### src/rtl/riego_multicanal.sv
// Multi-channel watering controller: one shared pump, one valve per plant, round-robin
// arbitration between requesting channels, pump-on timeout with sticky fault, and a rest period.
module riego_multicanal #(
    parameter int N_CANALES = 4,
    parameter int T_RIEGO   = 8,
    parameter int T_ESPERA  = 4,
    parameter int HIST      = 1
) (
    input  logic                      clk,
    input  logic                      rst,
    input  logic                      habilitar,
    input  logic [12*N_CANALES-1:0]   humedad,
    input  logic [4*N_CANALES-1:0]    tipoPlanta,
    output logic                      bomba,
    output logic [N_CANALES-1:0]      valvula,
    output logic [N_CANALES-1:0]      falla,
    output logic                      ocupado
);

    localparam int IW   = $clog2(N_CANALES);
    localparam int TMAX = (T_RIEGO > T_ESPERA) ? T_RIEGO : T_ESPERA;
    localparam int CW   = $clog2(TMAX) + 1;

    typedef enum logic [1:0] {REPOSO, REGANDO, ESPERA} estado_t;

    estado_t              estado, estado_sig;
    logic [IW-1:0]        canal, canal_sig, puntero, puntero_sig, elegido, canal_siguiente;
    logic [CW-1:0]        contador, contador_sig;
    logic [N_CANALES-1:0] falla_sig, peticion, valvula_sig;
    logic                 hay_peticion, parar, bomba_sig, ocupado_sig;
    logic [11:0]          h_act;
    logic [3:0]           t_act, umbral_act;

    function automatic logic [3:0] umbral_de(input logic [3:0] tipo);
        if (tipo >= 4'd1 && tipo <= 4'd4) return tipo;
        return 4'd0;
    endfunction

    function automatic logic bcd_valido(input logic [11:0] h);
        return (h[11:8] <= 4'd9) && (h[7:4] <= 4'd9) && (h[3:0] <= 4'd9);
    endfunction

    function automatic logic pide(input logic [11:0] h, input logic [3:0] tipo, input logic f);
        logic [3:0] u;
        u = umbral_de(tipo);
        return bcd_valido(h) && (u != 4'd0) && (h[11:8] == 4'd0) && (h[7:4] < u) && !f;
    endfunction

    always_comb begin
        for (int i = 0; i < N_CANALES; i++)
            peticion[i] = pide(humedad[12*i +: 12], tipoPlanta[4*i +: 4], falla[i]);
    end

    // Scan from the highest offset down so the lowest offset from puntero wins.
    always_comb begin
        logic [IW-1:0] idx;
        idx          = '0;
        elegido      = puntero;
        hay_peticion = |peticion;
        for (int k = N_CANALES - 1; k >= 0; k--) begin
            idx = IW'((int'(puntero) + k) % N_CANALES);
            if (peticion[idx]) elegido = idx;
        end
    end

    always_comb begin
        h_act = '0;
        t_act = '0;
        for (int i = 0; i < N_CANALES; i++) begin
            if (canal == IW'(i)) begin
                h_act = humedad[12*i +: 12];
                t_act = tipoPlanta[4*i +: 4];
            end
        end
        umbral_act      = umbral_de(t_act);
        parar           = !bcd_valido(h_act) || (h_act[11:8] != 4'd0) ||
                          ({1'b0, h_act[7:4]} >= ({1'b0, umbral_act} + 5'(HIST)));
        canal_siguiente = (canal == IW'(N_CANALES - 1)) ? '0 : canal + 1'b1;
    end

    always_ff @(posedge clk) begin
        if (rst) begin
            estado   <= REPOSO;
            canal    <= '0;
            puntero  <= '0;
            contador <= '0;
            falla    <= '0;
        end else begin
            estado   <= estado_sig;
            canal    <= canal_sig;
            puntero  <= puntero_sig;
            contador <= contador_sig;
            falla    <= falla_sig;
        end
    end

    // Stop and enable-drop take priority over the timeout, so a race never sets a fault.
    always_comb begin
        estado_sig   = estado;
        canal_sig    = canal;
        puntero_sig  = puntero;
        contador_sig = contador;
        falla_sig    = falla;
        case (estado)
            REPOSO: begin
                if (habilitar && hay_peticion) begin
                    canal_sig    = elegido;
                    contador_sig = '0;
                    estado_sig   = REGANDO;
                end
            end
            REGANDO: begin
                if (!habilitar || parar || contador == CW'(T_RIEGO - 1)) begin
                    if (habilitar && !parar)
                        falla_sig = falla | (N_CANALES'(1) << canal);
                    contador_sig = '0;
                    puntero_sig  = canal_siguiente;
                    estado_sig   = ESPERA;
                end else begin
                    contador_sig = contador + 1'b1;
                end
            end
            ESPERA: begin
                if (contador == CW'(T_ESPERA - 1)) estado_sig = REPOSO;
                else contador_sig = contador + 1'b1;
            end
            default: estado_sig = REPOSO;
        endcase
    end

    always_comb begin
        bomba_sig   = (estado == REGANDO);
        valvula_sig = bomba_sig ? (N_CANALES'(1) << canal) : '0;
        ocupado_sig = (estado != REPOSO);
    end

    always_ff @(posedge clk) begin
        if (rst) begin
            bomba   <= 1'b0;
            valvula <= '0;
            ocupado <= 1'b0;
        end else begin
            bomba   <= bomba_sig;
            valvula <= valvula_sig;
            ocupado <= ocupado_sig;
        end
    end

endmodule

### config.mk
export PLATFORM = sky130hd
export DESIGN_NAME = riego_multicanal
export DESIGN_NICKNAME = d
export VERILOG_FILES = /design/src/rtl/riego_multicanal.sv
export SDC_FILE = /design/constraint.sdc
export NUM_CORES = 1
export LEC_CHECK = 0
export BUFFER_PORTS_ARGS = -buffer_cell sky130_fd_sc_hd__clkbuf_2
export CAP_MARGIN = 25
export CORE_AREA = 4 4 72 90
export CTS_CLUSTER_SIZE = 16
export DETAILED_ROUTE_END_ITERATION = 6
export DIE_AREA = 0 0 76 94
export MAX_ROUTING_LAYER = met4
export PLACE_DENSITY = 0.59
export RECOVER_POWER = 50
export SLEW_MARGIN = 20
export SYNTH_ARGS = -nofsm -noshare
export SYNTH_HDL_FRONTEND = slang
export SYNTH_SLANG_ARGS = --single-unit
export TNS_END_PERCENT = 10
### constraint.sdc
create_clock -name clk -period 4.5 [get_ports clk]
set_input_delay 1.125 -clock clk [delete_from_list [all_inputs] [get_ports clk]]
set_output_delay 1.125 -clock clk [all_outputs]
set_load 0.01 [all_outputs]
==> run_results.csv <==
group,metric,value,unit
setup_path,ff2ff_path_depth,18,
timing,whs,0.4978,ns
clock_network,cts.clk_slew.worst_paths,0.07,ns
clock_network,cts_made_buffers,3,
min_path,hold_start,"puntero[0]$_SDFFE_PP0P_",
drt,wl_per_cell,14.01,µm
flow_run,max_cap_viol_count,0,
synth,synthDistinctLibCells,54,
power_and_ir_drop,irDropWorstVdd,0.1460,mV
timing,clock.fmax,242.5,MHz
die,dieArea,0.007144,mm²
setup_path,start_kind,"input port",
setup_path,startpoint,"tipoPlanta[3]",
setup_path,crit_end,"contador[3]$_SDFFE_PP0P_",
cells_and_area,final_cell_mix,"62 x clkbuf_2, 28 x nand2_1, 25 x a21oi_1, 25 x ha_1, 22 x nor2_1",
timing,worst_pin_slew,0.7720,ns
cells_and_area,layout-drive-gt1-share,0.2448,
clock_network,clock_path_buffers,2,
cells_and_area,layout_commonest_cell,"clkbuf_2",
clock_network,root_buffer,"clkbuf_8",
grt,overflow,0,
clock_network,cts-htree-levels,1,
synth,async_flop_share,0,
setup_path,end_kind,"flip-flop",
setup_path,critPathBufInv,2,
setup_path,worstPathRequired,4.70,ns
setup_path,crit_family,"compound AO/OA/AOI/OAI gates",
placed_design,hpwl,4660,µm
timing,min_period,4.124,ns
synth,dominantRegCellSynth,"dfxtp_1",
die,fp.dieH,94,µm
timing,drv_slew,0,
grt,grt_pass1_vias,2130,
timing,min_period_over_period,0.9164,
synth,syn_inst,263,
cells_and_area,num-nets-final,430,
power_and_ir_drop,power.leakage,0.001118,µW
grt,grt_max_degree,21,
drt,antenna_left,0,
timing,rsz0062_at_grt,"no",
synth,ys_seq_elements,20,
placed_design,portBuffers,72,
placed_design,placed_area,0.002461,mm²
power_and_ir_drop,finalPower,507.7,µW
timing,slew_headroom,0.4853,
synth,seq_area_frac_synth,0.1975,
synth,synthesis.area,0.002027,mm²
timing,finalClockSkew,0.003937,ns
drt,routed_wl,5617,µm
timing,setup_viol,0,
setup_path,crit_path_top_delay_cell,"a2111o_1",
setup_path,crit_arrival,4.32,ns
setup_path,reg2reg_slack,0.46,ns
setup_path,cpPeakStageDelay,0.45,ns
timing,final.setup.tns,0,ns
cells_and_area,insertedDiodeCount,0,
die,io_pins,77,
clock_network,post_cts_buffers,0,
min_path,hold_class,"reg -> reg",
setup_path,path_cells,"clkbuf_2 > nand2_1 > nor2_1 > a21oi_1 > o21ai_0 > mux2i_1 > nand3_1 > inv_1 > ha_1 > xnor2_1 > ha_1 > o21a_1 > a2111o_1 > a211oi_4 > a22o_4 > or4b_1 > nand3_1",
clock_network,ctsHoldBuffers,0,
setup_path,path_class,"in -> reg",
setup_path,cp_num_cells,17,
power_and_ir_drop,power_density,203.7,mW/mm²
drt,num_vias,2162,
run_status,status,"completed",
placed_design,gp_congestion,0.8130,
drt,vias_per_cell,5.392,
synth,syn_area_per_cell,7.707,µm²
grt,grt_use_total,0.1576,
setup_path,worstReg2RegStart,"canal[0]$_SDFFE_PP0P_",
timing,hold_viol_final,0,
clock_network,clk_latency,0.25,ns
synth,synth-edff-count,0,
drt,first_pass_iters,4,
drt,dr.first_iter.drc_count,138,
cells_and_area,final_area,0.002492,mm²
die,placementRows,31,
drt,route.detailed.drc,0,
die,start_util,0.3555,
synth,yosys_warnings,0,
setup_path,crit_fanout,6,
cells_and_area,areaGrowthSynthToFinish,22.96,%
setup_path,r2r-end,"contador[3]$_SDFFE_PP0P_",
die,fp.dieW,76,µm
grt,antenna_found_initial,0,
die,coreArea,0.005702,mm²
clock_network,cts.sinks,20,
grt,grt_pass1_wl,9273,µm
clock_network,cts_tree,"built",
worst reg2reg max path, delay by kind of cell (launching register included):
kind	cells	cell delay [ns]
AOI/OAI and AO/OA	6	1.46
xor gates and xnor gates	1	0.12
adders and majority gates	3	0.74
buffers and inverters	2	0.17
DFF	1	0.41
muxes	1	0.24
and+or+nand+nor	5	0.84
layer usage:
layer  track usage  up-vias  part of all wire
li1              -     1114                 -
met1        0.1692      992              0.42
met2        0.2886       50              0.51
met3       0.02879        6             0.052
met4       0.05490        0             0.018
met5             -        -                 0
per-stage QoR:
step	instances	util	setup slack, ns
after CTS	401	0.4389	0.3174
after detailed placement	398	0.4316	0.1255
after global routing	401	0.4371	0.1441
final	401	0.4371	0.3762
after floorplan	267	-	0.6076
after global placement	398	0.4316	0.1407
cell type report:
cell class / count / area, µm²
sequential: 20 / 400.4
timing repair buffer: 73 / 355.3
fill: 594 / 3209
multi-input combinational: 226 / 1564
clock buffer: 3 / 41.29
tap: 66 / 82.58
inverter: 13 / 48.80
Yosys cell counts, drive strengths merged (6+ instances only):
library cell,number,area (µm²)
nand2,28,105.1
clkbuf,7,26.28
nor2,22,82.58
dfxtp,20,400.4
nand2b,11,68.82
nand3,7,35.03
a21o,6,45.04
or4b,6,60.06
o21ai,21,108.9
inv,13,48.80
ha,26,325.3
nand3b,9,67.56
a21oi,25,125.1
where the power goes:
group          internal [µW]  switching [µW]  leakage [µW]
clock network           59.4            51.9     0.0000216
registers                193            8.39      0.000162
logic                   85.4             110      0.000934
total                    338             170       0.00112
timing repair:
action / 4_1_cts / 5_1_grt
endpoints found under the setup margin: 0 / 1
endpoints found under the hold margin: 0 / 0
resized for setup: 0 / 1
how the worst min path moves through the flow:
stage	slack, ns	to	depth (start not counted)
2_1_floorplan	0.46	contador[0]$_SDFFE_PP0P_	1
3_3_place_gp	0.48	contador[0]$_SDFFE_PP0P_	1
3_5_place_dp	0.49	falla[0]$_SDFFE_PP0P_	2
4_1_cts	0.50	puntero[0]$_SDFFE_PP0P_	2
5_1_grt	0.53	puntero[0]$_SDFFE_PP0P_	2
6_report	0.50	puntero[0]$_SDFFE_PP0P_	2
flip-flops by register name, indices dropped and copies added, names as in the netlist:
signal / cells
estado: 2
puntero: 2
contador: 4
ocupado: 1
falla: 4
valvula: 4
canal: 2
bomba: 1
kinds of logic after synthesis:
group / synth area share
and+or+nand+nor: 0.3049
AOI/OAI and AO/OA: 0.2765
adders and majority gates: 0.1605
buffers and inverters: 0.03951
DFF: 0.1975
muxes: 0.01482
other: 0.001850
xor gates and xnor gates: 0.004322
Note: power is estimated with default switching activity, not from simulation.
